[config.mk]
export PLATFORM = sky130hd
export DESIGN_NAME = swi_input_conditioner
export DESIGN_NICKNAME = d
export VERILOG_FILES = /design/src/rtl/swi_input_conditioner.sv
export SDC_FILE = /design/constraint.sdc
export NUM_CORES = 1
export LEC_CHECK = 0
export ABC_AREA = 0
export CORE_ASPECT_RATIO = 0.5
export CORE_MARGIN = 3
export CORE_UTILIZATION = 25
export CTS_CLUSTER_SIZE = 10
export DETAILED_ROUTE_END_ITERATION = 8
export PLACE_DENSITY = 0.57
export SLEW_MARGIN = 20
export SYNTH_ARGS = -nofsm -noshare
export SYNTH_HDL_FRONTEND = slang
export SYNTH_SLANG_ARGS = --single-unit
[constraint.sdc]
create_clock -name clk_2 -period 1.6 [get_ports clk_2]
set_clock_uncertainty 0.2 [all_clocks]
set_input_delay 0.4 -clock clk_2 [delete_from_list [all_inputs] [get_ports clk_2]]
set_output_delay 0.4 -clock clk_2 [all_outputs]
set_load 0.01 [all_outputs]
[src/rtl/swi_input_conditioner.sv]
// Switch input conditioner: two-flop synchroniser, per-bit debounce,
// registered rise/fall pulses, and a single-step pulse with a wrapping step counter.
module swi_input_conditioner #(
  parameter int unsigned NBITS_TOP       = 8,
  parameter int unsigned DEBOUNCE_CYCLES = 4,
  parameter int unsigned STEP_BIT        = 0
) (
  input  logic                 clk_2,
  input  logic                 reset,
  input  logic [NBITS_TOP-1:0] SWI,
  output logic [NBITS_TOP-1:0] swi_stable,
  output logic [NBITS_TOP-1:0] swi_rise,
  output logic [NBITS_TOP-1:0] swi_fall,
  output logic                 swi_changed,
  output logic                 step_pulse,
  output logic [7:0]           step_count
);

  localparam int unsigned CNT_W = $clog2(DEBOUNCE_CYCLES + 1);
  localparam logic [CNT_W-1:0] CNT_LAST = CNT_W'(DEBOUNCE_CYCLES - 1);

  logic [NBITS_TOP-1:0] sync1_q, sync2_q;
  logic [NBITS_TOP-1:0] stable_q, stable_d;
  logic [NBITS_TOP-1:0] rise_q, rise_d;
  logic [NBITS_TOP-1:0] fall_q, fall_d;
  logic [CNT_W-1:0]     cnt_q [NBITS_TOP];
  logic [CNT_W-1:0]     cnt_d [NBITS_TOP];
  logic [7:0]           step_cnt_q, step_cnt_d;

  // A change is accepted only after DEBOUNCE_CYCLES consecutive disagreeing samples.
  always_comb begin
    stable_d = stable_q;
    rise_d   = '0;
    fall_d   = '0;
    for (int unsigned i = 0; i < NBITS_TOP; i++) begin
      cnt_d[i] = '0;
      if (sync2_q[i] != stable_q[i]) begin
        if (cnt_q[i] == CNT_LAST) begin
          stable_d[i] = sync2_q[i];
          rise_d[i]   = sync2_q[i];
          fall_d[i]   = ~sync2_q[i];
        end else begin
          cnt_d[i] = cnt_q[i] + CNT_W'(1);
        end
      end
    end
    step_cnt_d = rise_d[STEP_BIT] ? step_cnt_q + 8'd1 : step_cnt_q;
  end

  always_ff @(posedge clk_2) begin
    if (reset) begin
      sync1_q    <= '0;
      sync2_q    <= '0;
      stable_q   <= '0;
      rise_q     <= '0;
      fall_q     <= '0;
      cnt_q      <= '{default: '0};
      step_cnt_q <= '0;
    end else begin
      sync1_q    <= SWI;
      sync2_q    <= sync1_q;
      stable_q   <= stable_d;
      rise_q     <= rise_d;
      fall_q     <= fall_d;
      cnt_q      <= cnt_d;
      step_cnt_q <= step_cnt_d;
    end
  end

  assign swi_stable  = stable_q;
  assign swi_rise    = rise_q;
  assign swi_fall    = fall_q;
  assign swi_changed = |(rise_q | fall_q);
  assign step_pulse  = rise_q[STEP_BIT];
  assign step_count  = step_cnt_q;

endmodule

==> key figures, run 1 <==
Status
  • Outcome: finished, violations left
  • Failing checks: setup timing

Synth
  • EDFF count, synth: 0
  • Syn_nets: 260
  • Syn avg cell area: 10.88 sq um
  • Area leader, netlist: dfxtp_1
  • Synth area leaders: dfxtp_1, ha_1, nor4bb_1
  • Yosys reg bits: 72
  • Post-synthesis sequential area ratio: 0.5683
  • Proportion of netlist area held by the largest area contributor: 0.5683
  • Synth warn: 0
  • Ys async rst share: 0
  • Number of distinct library cells after synthesis: 25
  • Post-Syn Area: about 2500 sq um
  • Top_reg_cell synth: dfxtp_1
  • Mapped Cells: 233

GRT
  • Total grt overflow: 0
  • Vias in the first global route: 1801
  • Largest net degree at the start of global routing: 42
  • Gr usage total: 0.09364
  • Initial antenna violation count: 0
  • First-pass GRT wire length: 8369 um

Pwr
  • Power per cell area: 1029 nW/um^2
  • P_leak: 1.533 nW
  • VDD IR max: 475.8 uV

STA
  • Achievable Freq: approximately 550 MHz
  • RSZ-0062 raised after global routing: yes
  • Final hold vios: 0
  • Tcrit/Tclk final: 1.131
  • Worst rel slew slack: 0.7090
  • Final setup violation count: 1
  • Worst setup margin: -0.2094 ns
  • Slew at the pin closest to its max-slew limit: 0.4306 ns
  • Pins Over Slew Limit: 0
  • Crit path time final: around 1.8 ns
  • Setup TNS: -0.2094 ns

Layout
  • Nets: 333
  • Area added between synthesis and finish: 41.84%
  • Inserted Diodes: 0
  • Final Cell Area: 3597 sq um
  • Leading cell type in the layout, fill and taps excluded: dfxtp_1
  • Most frequent cells in the layout: dfxtp_1, nor2_1, buf_4
  • Layout cell share with drive strength beyond 1: 0.2540
  • Final Util: 0.3722

Die
  • Core area: 9666 sq um
  • Die height: 77.22 um
  • Initial Utilization: 0.2624
  • Die width: 148.4 um
  • Total die area: between 10000 and 15000 sq um
  • I/O pin count: 44
  • # rows: 25

Clocking
  • Clock transition at path regs: roughly 0.050 ns
  • H-tree Lvls: 3
  • CTS root buffer: clkbuf_16
  • Skew-Pair Late Insertion Delay: 0.33 ns
  • Clk sinks: 72
  • Num CTS Buffers: 9
  • CTS tree: done
  • Cts hold-fix bufs: 0
  • Clk buf depth: 2

Critical path
  • Critical path type: reg -> out
  • Crit path from: swi_rise[5]
  • R2r setup slk: 0.01 ns
  • Reg-to-Reg End: step_count[4]
  • Crit path DAT: 1.21 ns
  • Setup crit start kind: flop
  • Req. time, crit path: 1.00 ns
  • Reg2Reg Depth: 5
  • Max Fanout on Critical Path: 2
  • Worst Setup EP: swi_changed
  • R2r startpoint: cnt_q[21]
  • CP endpoint kind: output port

Routing
  • Drt drc: 0
  • WL final: 5075 um
  • Drt initial violations: 95
  • 1st-pass router iterations: 4
  • Post-DR wirelength/cell: 11.38 um
  • Remaining antenna violation count after routing: 0
  • Vias per Instance: 4.092
  • Vias: 1825

Min path
  • Hold Crit Class: reg -> reg
  • Min-delay src: cnt_q[3]

Place
  • RD Place Congestion: 0.7126
  • Detailed placer's ending HPWL: 3645 um
  • Placed cell area: 3303 sq um
  • Port Buffer Count: 43

Job
  • Max Cap Violations: 0
## sequential cells by signal (all words and copies together) (netlist names)
signal and cells:
cnt_q 24, swi_fall 8, swi_stable 8, step_count 8, sync2_q 8, swi_rise 8, sync1_q 8
## cell type report
class                           count  area [sq um]
Multi-Input combinational cell    138          1094
Inverter                           16         60.06
Clock inverter                      4         20.02
Clock buffer                       12         246.5
Fill cell                         955          6068
Tap cell                          135         168.9
Sequential cell                    72          1455
Timing Repair Buffer               69         553.0
## per-stage QoR
stage	hold WS (ns)	cells	total power, mW	worst slack [ns]
2_1_floorplan	0.1990	233	1.918	0.007454
5_1_grt	0.2470	446	3.887	-0.2647
4_1_cts	0.2225	445	3.758	-0.2588
3_5_place_dp	0.2148	427	1.961	-0.3184
3_3_place_gp	0.2061	427	1.955	-0.3110
6_report	0.2190	446	3.700	-0.2094
## critical path, stage by stage, from the launching register on
cell     delay (ns)
dfxtp_1        0.32
nor4_2         0.30
nand4_1        0.12
buf_2          0.15
## worst min path at each step
stage                     cells past startpoint   endpoint
after global routing                          1   cnt_q[3]
after global placement                        1  cnt_q[12]
final                                         1   cnt_q[3]
after CTS                                     1  cnt_q[15]
after floorplan                               1   cnt_q[0]
after detailed placement                      1  cnt_q[15]
## cell usage after synthesis (2+ instances only)
library cell / count
nand4_1: 3
o21ai_0: 3
clkbuf_1: 5
nor4_1: 4
mux2i_1: 9
a21oi_1: 5
nand2_1: 2
xnor2_1: 8
nor2b_1: 16
o31ai_1: 2
dfxtp_1: 72
or4_1: 2
nor4bb_1: 14
ha_1: 17
or3_1: 10
xor2_1: 2
inv_1: 16
nor2_1: 36
## metal layers
metal	vias to the layer above	wire (um)	track usage
met3	10	175	0.03365
met1	855	2137	0.1004
met4	0	95	0.04608
met2	21	2667	0.1639
li1	939	-	-
met5	-	0	0
## cell families after synthesis
kind of cell | share of synthesized area
simple gates | 0.2200
flops | 0.5683
buf+inv | 0.03601
fa+ha+maj | 0.08387
compound gates | 0.02170
xor+xnor | 0.03454
mux | 0.03552
## timing repair
item                       4_1_cts  5_1_grt
gates resized for setup         66       26
setup endpoints to repair       39       18
pin swaps                        8        2
gates cloned                     0        0
setup buffers                    2        1
hold endpoints to repair         0        0
## power by group
part	switching [mW]	total [mW]	internal, mW
logic	0.0392	0.0907	0.0515
clock network	0.696	1.78	1.08
registers	0.0152	1.83	1.82
Note: power is estimated with default switching activity, not from simulation.
==> inputs of run 2 (changes only) <==
--- a/config.mk
+++ b/config.mk
@@ -5,7 +5,7 @@
 export SDC_FILE = /design/constraint.sdc
 export NUM_CORES = 1
 export LEC_CHECK = 0
-export ABC_AREA = 0
+export ABC_AREA = 1
 export CORE_ASPECT_RATIO = 0.5
 export CORE_MARGIN = 3
 export CORE_UTILIZATION = 25
==> key figures, run 2 <==
Status
  • Outcome: finished, violations left
  • Failing checks: setup timing

Clocking
  • CTS root buffer: clkbuf_16
  • Clock transition at path regs: 0.06 ns (about the same)
  • Num CTS Buffers: 9 (unchanged)
  • H-tree Lvls: 3 (unchanged)
  • Skew-Pair Late Insertion Delay: 0.33 ns (about the same)
  • CTS tree: done
  • Clk sinks: 72 (unchanged)
  • Clk buf depth: 2 (unchanged)

Synth
  • EDFF count, synth: 0 (unchanged)
  • Proportion of netlist area held by the largest area contributor: 0.5533 (-0.01501)
  • Synth warn: 0 (unchanged)
  • Syn_nets: 324 (+25%)
  • Top_reg_cell synth: dfxtp_1
  • Count leader, synth: dfxtp_1
  • Syn avg cell area: 8.771 sq um (-19%)
  • Mapped Cells: 297 (+27%)
  • Post-Syn Area: 2605 sq um (+2.7%)
  • Area leader, netlist: dfxtp_1
  • Post-synthesis sequential area ratio: 0.5533 (-0.01501)
  • Ys async rst share: 0 (unchanged)
  • Synth area leaders: dfxtp_1, nor2_1, inv_1
  • Synth cell count leaders: dfxtp_1, nor2_1, inv_1, nand2_1, ha_1
  • Number of distinct library cells after synthesis: 23 (-8.0%)
  • Yosys reg bits: 72 (unchanged)

STA
  • Achievable Freq: 553.7 MHz (+0.19%)
  • Min Hold Slack: 0.2000 ns (-0.01903 ns)
  • Worst rel slew slack: 0.7735 (+0.06449)
  • Crit path time final: 1.806 ns (-0.003455 ns)
  • Slew at the pin closest to its max-slew limit: 0.3367 ns (-0.09396 ns)
  • Final setup violation count: 1 (unchanged)
  • Setup TNS: -0.2059 ns (+0.003455 ns)
  • Worst setup margin: -0.2059 ns (+0.003455 ns)
  • Tcrit/Tclk final: 1.129 (-0.002159)
  • Pins Over Slew Limit: 0 (unchanged)
  • Final hold vios: 0 (unchanged)
  • RSZ-0062 raised after global routing: yes

Place
  • Detailed placer's ending HPWL: 3499 um (-4.0%)
  • Port Buffer Count: 43 (unchanged)
  • DP Worst Slack: -0.2576 ns (+0.06077 ns)
  • RD Place Congestion: 0.7376 (+3.5%)

Critical path
  • Worst-path cell chain: nor2_2, nand4_1, nand3b_1, buf_2
  • Slowest stage delay, CP: 0.32 ns (about the same)
  • Req. time, crit path: 1.00 ns (about the same)
  • Max Fanout on Critical Path: 2 (unchanged)
  • Cell family with most CP delay: simple AND/OR/NAND/NOR gates
  • Crit path buf inv count: 1 (unchanged)
  • Setup crit start kind: flop
  • Critical path type: reg -> out
  • Crit path DAT: 1.21 ns (about the same)
  • Crit-path slowest cell: dfxtp_2
  • CP endpoint kind: output port

Layout
  • Fill cell count: 1011 (+5.9%)
  • Biggest register: cnt_q
  • Final Util: 0.3698 (-0.002328)
  • Layout cell share with drive strength beyond 1: 0.2101 (-0.04391)
  • Nets: 398 (+20%)
  • Most frequent cells in the layout: dfxtp_1, inv_1, nor2_1
  • Leading cell type in the layout, fill and taps excluded: dfxtp_1
  • Storage element area: 1453 sq um (-0.17%)
  • Inserted Diodes: 0 (unchanged)
  • Multi-input logic area: 945.9 sq um (-14%)
  • Area added between synthesis and finish: 39.00%
  • Number of flip-flops in the largest register: 24 (unchanged)

GRT
  • Initial antenna violation count: 0 (unchanged)
  • First-pass GRT wire length: 7921 um (-5.4%)
  • Gr usage total: 0.08572 (-0.007916)
  • Largest net degree at the start of global routing: 15 (-64%)
  • Total grt overflow: 0 (unchanged)
  • Vias in the first global route: 1833 (+1.8%)

Job
  • Max Cap Violations: 0 (unchanged)

Routing
  • 1st-pass router iterations: 4 (unchanged)
  • Vias: 1960 (+7.4%)
  • Post-DR wirelength/cell: 9.160 um (-19%)
  • WL final: 4681 um (-7.8%)
  • Vias per Instance: 3.836 (-6.3%)
  • Remaining antenna violation count after routing: 0 (unchanged)
  • Drt initial violations: 76 (-20%)
  • Drt drc: 0 (unchanged)

Pwr
  • Switching power: 0.8348 mW (+11%)
  • Logic pwr share: 0.025 (about the same)
  • Clock power frac: 0.508 (+0.028)
  • Switching share of power: 0.2126 (+0.009970)
  • Pint: 3.091 mW (+4.8%)
  • Share of power burned in registers: 0.467 (-0.029)
  • VDD IR max: 455.7 uV (-4.2%)
  • Power per cell area: 1084 nW/um^2 (+5.4%)
  • P_leak: 1.754 nW (+14%)

Die
  • Initial Utilization: 0.2661 (+0.003675)
  • I/O pin count: 44 (unchanged)
  • Die height: 78.18 um (+1.2%)
  • Core area: 9791 sq um (+1.3%)
  • Total die area: 11760 sq um (+2.6%)
  • # rows: 25 (unchanged)
  • Die width: 150.4 um (+1.3%)

Min path
  • Hold Crit Class: reg -> reg
-- run 2: area by class of cell --
cell class	instances	share of cell area
flip-flops and latches	72	0.4012
well taps	135	0.04665
clock buffers	9	0.06220
clock inverters	7	0.02177
multi-input cells	159	0.2612
inverters	61	0.06323
repair buffers	68	0.1437
-- run 2: final timing paths --
kind          startpoint            end  slack, ns  cells past startpoint
max          swi_fall[2]    swi_changed      -0.21                      4
min           sync1_q[1]     sync2_q[1]       0.20                      2
max reg2reg    cnt_q[21]  step_count[6]       0.14                      7
min reg2reg   sync1_q[1]     sync2_q[1]       0.20                      2
-- run 2: metrics by stage --
step | area, sq um | std cells | power, mW
after CTS | 3650 | 510 | 3.992
after detailed placement | 3353 | 494 | 1.972
after global placement | 3353 | 494 | 1.970
after floorplan | 2605 | 297 | 1.922
after global routing | 3621 | 511 | 4.085
final | 3621 | 511 | 3.926
-- run 2: worst min-delay path, stage by stage, from the launching register on --
cell	delay (ns)
dfxtp_1	0.29
inv_1	0.04
nor2_1	0.03
-- run 2: logic make-up (layout without fill, tap and decap cells) --
logic type,count (synthesis),after routing,synth area share
xor+xnor,7,7,0.02354
flops,72,72,0.5533
buf+inv,66,145,0.09990
fa+ha+maj,17,17,0.08165
compound gates,15,15,0.03554
simple gates,120,120,0.2061
-- run 2: timing repair --
item / 4_1_cts / 5_1_grt
hold buffers: 0 / 0
endpoints found under the setup margin: 34 / 34
resized for setup: 66 / 37
pin swaps: 1 / 6
buffers inserted: 0 / 1
-- run 2: power groups by stage --
| stage | registers (mW) | logic (mW) | clock network (mW) |
|---|---|---|---|
| floorplan | 1.87 | 0.0532 | 0 |
| global placement | 1.87 | 0.0988 | 0 |
| CTS | 1.83 | 0.100 | 2.06 |
| detailed placement | 1.87 | 0.0999 | 0 |
| global route | 1.83 | 0.114 | 2.14 |
| finish | 1.83 | 0.0996 | 1.99 |
-- run 2: metal layers --
metal	global-route usage	up-vias	wire (um)
li1	-	1056	-
met1	0.09505	879	2238
met2	0.1474	19	2219
met3	0.03172	6	158
met4	0.03832	0	65
met5	0	-	0
==> inputs of run 3 (changes only) <==
--- a/config.mk
+++ b/config.mk
@@ -6,12 +6,13 @@
 export NUM_CORES = 1
 export LEC_CHECK = 0
 export ABC_AREA = 1
+export CAP_MARGIN = 5
 export CORE_ASPECT_RATIO = 0.5
 export CORE_MARGIN = 3
 export CORE_UTILIZATION = 25
 export CTS_CLUSTER_SIZE = 10
 export DETAILED_ROUTE_END_ITERATION = 8
-export PLACE_DENSITY = 0.57
+export PLACE_DENSITY = 0.56
 export SLEW_MARGIN = 20
 export SYNTH_ARGS = -nofsm -noshare
 export SYNTH_HDL_FRONTEND = slang
==> constraint.sdc (replaced) <==
create_clock -name clk_2 -period 2.3 [get_ports clk_2]
set_clock_uncertainty 0.2 [all_clocks]
set_input_delay 0.575 -clock clk_2 [delete_from_list [all_inputs] [get_ports clk_2]]
set_output_delay 0.575 -clock clk_2 [all_outputs]
set_load 0.01 [all_outputs]
==> key figures, run 3 (synthesis results as in run 2) <==
Layout
  • Biggest register: cnt_q
  • Most frequent cells in the layout: dfxtp_1, nor2_1, inv_1
  • Leading cell type in the layout, fill and taps excluded: dfxtp_1
  • Inserted Diodes: 0 (unchanged)
  • Fin cells: 487 (-4.7%)
  • Final Util: 0.3601 (-0.009712)
  • Final Cell Area: 3526 sq um (-2.6%)
  • Layout cell share with drive strength beyond 1: 0.06250 (-0.1476)
  • Nets: 375 (-5.8%)
  • Number of flip-flops in the largest register: 24 (unchanged)
  • Area added between synthesis and finish: 35.35%

GRT
  • Vias in the first global route: 1669 (-8.9%)
  • Gr usage total: 0.08345 (-0.002279)
  • Largest net degree at the start of global routing: 29 (+14)
  • Total grt overflow: 0 (unchanged)
  • Initial antenna violation count: 0 (unchanged)
  • First-pass GRT wire length: 7555 um (-4.6%)

Routing
  • Drt initial violations: 38 (-50%)
  • Remaining antenna violation count after routing: 0 (unchanged)
  • Vias: 1812 (-7.6%)
  • WL final: 4366 um (-6.7%)
  • Drt drc: 0 (unchanged)
  • Vias per Instance: 3.721 (-3.0%)
  • 1st-pass router iterations: 4 (unchanged)
  • Post-DR wirelength/cell: 8.965 um (-2.1%)

Status
  • Outcome: completed

Critical path
  • CP endpoint kind: output port
  • Req. time, crit path: 1.52 ns (+0.52 ns)
  • R2r startpoint: cnt_q[21]
  • Crit path DAT: 1.36 ns (+0.15 ns)
  • Reg2Reg Depth: 7 (unchanged)
  • Crit path from: swi_fall[3]
  • Max Fanout on Critical Path: 2 (unchanged)
  • Critical path type: reg -> out
  • Setup crit start kind: flop

STA
  • Worst rel slew slack: 0.7749 (+0.001399)
  • Final hold vios: 0 (unchanged)
  • Crit path time final: roughly 2.1 ns
  • Slew at the pin closest to its max-slew limit: 0.3369 ns (+0.0002772 ns)
  • Final setup violation count: 0 (-1)
  • RSZ-0062 raised after global routing: no
  • Pins Over Slew Limit: 0 (unchanged)
  • Worst setup margin: 0.1601 ns (+0.3660 ns)
  • Achievable Freq: 467.3 MHz
  • Tcrit/Tclk final: 0.9304
  • Setup TNS: 0 ns (+0.2059 ns)

Clocking
  • Clk buf depth: 2 (unchanged)
  • Clk sinks: 72 (unchanged)
  • H-tree Lvls: 3 (unchanged)
  • CTS tree: done
  • CTS root buffer: clkbuf_16
  • Clock transition at path regs: 0.05 ns (about the same)
  • Cts hold-fix bufs: 0 (unchanged)
  • Skew-Pair Late Insertion Delay: 0.33 ns (about the same)
  • Num CTS Buffers: 9 (unchanged)

Die
  • # rows: 25 (unchanged)
  • Total die area: 11760 sq um (unchanged)
  • Die width: 150.4 um (unchanged)
  • Core area: 9791 sq um (unchanged)
  • Initial Utilization: 0.2661 (unchanged)
  • I/O pin count: 44 (unchanged)
  • Die height: 78.18 um (unchanged)

Place
  • RD Place Congestion: 0.6662 (-9.7%)
  • DP Worst Slack: 0.2265 ns (+0.4842 ns)
  • Placed cell area: 3201 sq um (-4.6%)
  • Detailed placer's ending HPWL: 3176 um (-9.2%)
  • Port Buffer Count: 43 (unchanged)
  • Placed Instances: 472 (-4.5%)

Pwr
  • VDD IR max: 433.9 uV (-4.8%)
  • Power per cell area: 793.9 nW/um^2 (-27%)
  • P_leak: 1.545 nW (-12%)

Min path
  • WHS Path Cells: 2 (unchanged)
  • Min-delay src: sync1_q[2]
  • Hold Crit Class: reg -> reg

Job
  • Max Cap Violations: 0 (unchanged)
==> run 3: cell count changes in the layout (fill, tap and decap cells not counted), sizes merged <==
cell,change
buf,-33
bufinv,+1
clkbuf,-6
clkdlybuf4s15,-7
clkdlybuf4s50,+33
clkinv,-2
clkinvlp,+1
dlygate4sd2,-9
inv,-2
==> run 3: per-layer routing <==
metal | track usage | share of wire | vias up
met5 | 0 | 0 | -
met4 | 0.03832 | 0.021 | 0
met3 | 0.04037 | 0.041 | 8
met2 | 0.1340 | 0.45 | 21
met1 | 0.09379 | 0.49 | 776
li1 | - | - | 1007
==> run 3: path summary, 6_finish.rpt <==
kind | slack (ns) | to
max | 0.16 | swi_changed
min | 0.20 | sync2_q[2]
max reg2reg | 0.76 | step_count[4]
min reg2reg | 0.20 | sync2_q[2]
==> run 3: power breakdown <==
| part | internal [mW] | switching (mW) |
|---|---|---|
| clock | 0.971 | 0.490 |
| combinational | 0.0315 | 0.0316 |
| sequential | 1.27 | 0.0100 |
==> run 3: metrics by stage <==
stage | power (mW) | hold WS, ns
floorplan | 1.337 | 0.1883
global placement | 1.366 | 0.1892
detailed placement | 1.366 | 0.1951
CTS | 2.854 | 0.2028
global route | 2.935 | 0.2228
finish | 2.799 | 0.1998
==> run 3: area by class of cell <==
type,count,area (sq um)
clock buffers,10,239.0
clock inverters,5,81.33
fillers,994,6265
inverters,61,229.0
multi-input cells,159,909.6
flip-flops and latches,72,1441
well taps,135,168.9
repair buffers,45,456.7
==> run 3: timing repair <==
item	4_1_cts	5_1_grt
endpoints found under the hold margin	0	0
gates resized for setup	2	0
buffers inserted	0	0
setup endpoints to repair	1	0
==> run 3: worst max-delay path, stage by stage, from the launching register on <==
cell	delay (ns)
dfxtp_1	0.30
nor2_1	0.12
nand4_1	0.15
nand3b_1	0.18
dlygate4sd2_1	0.29
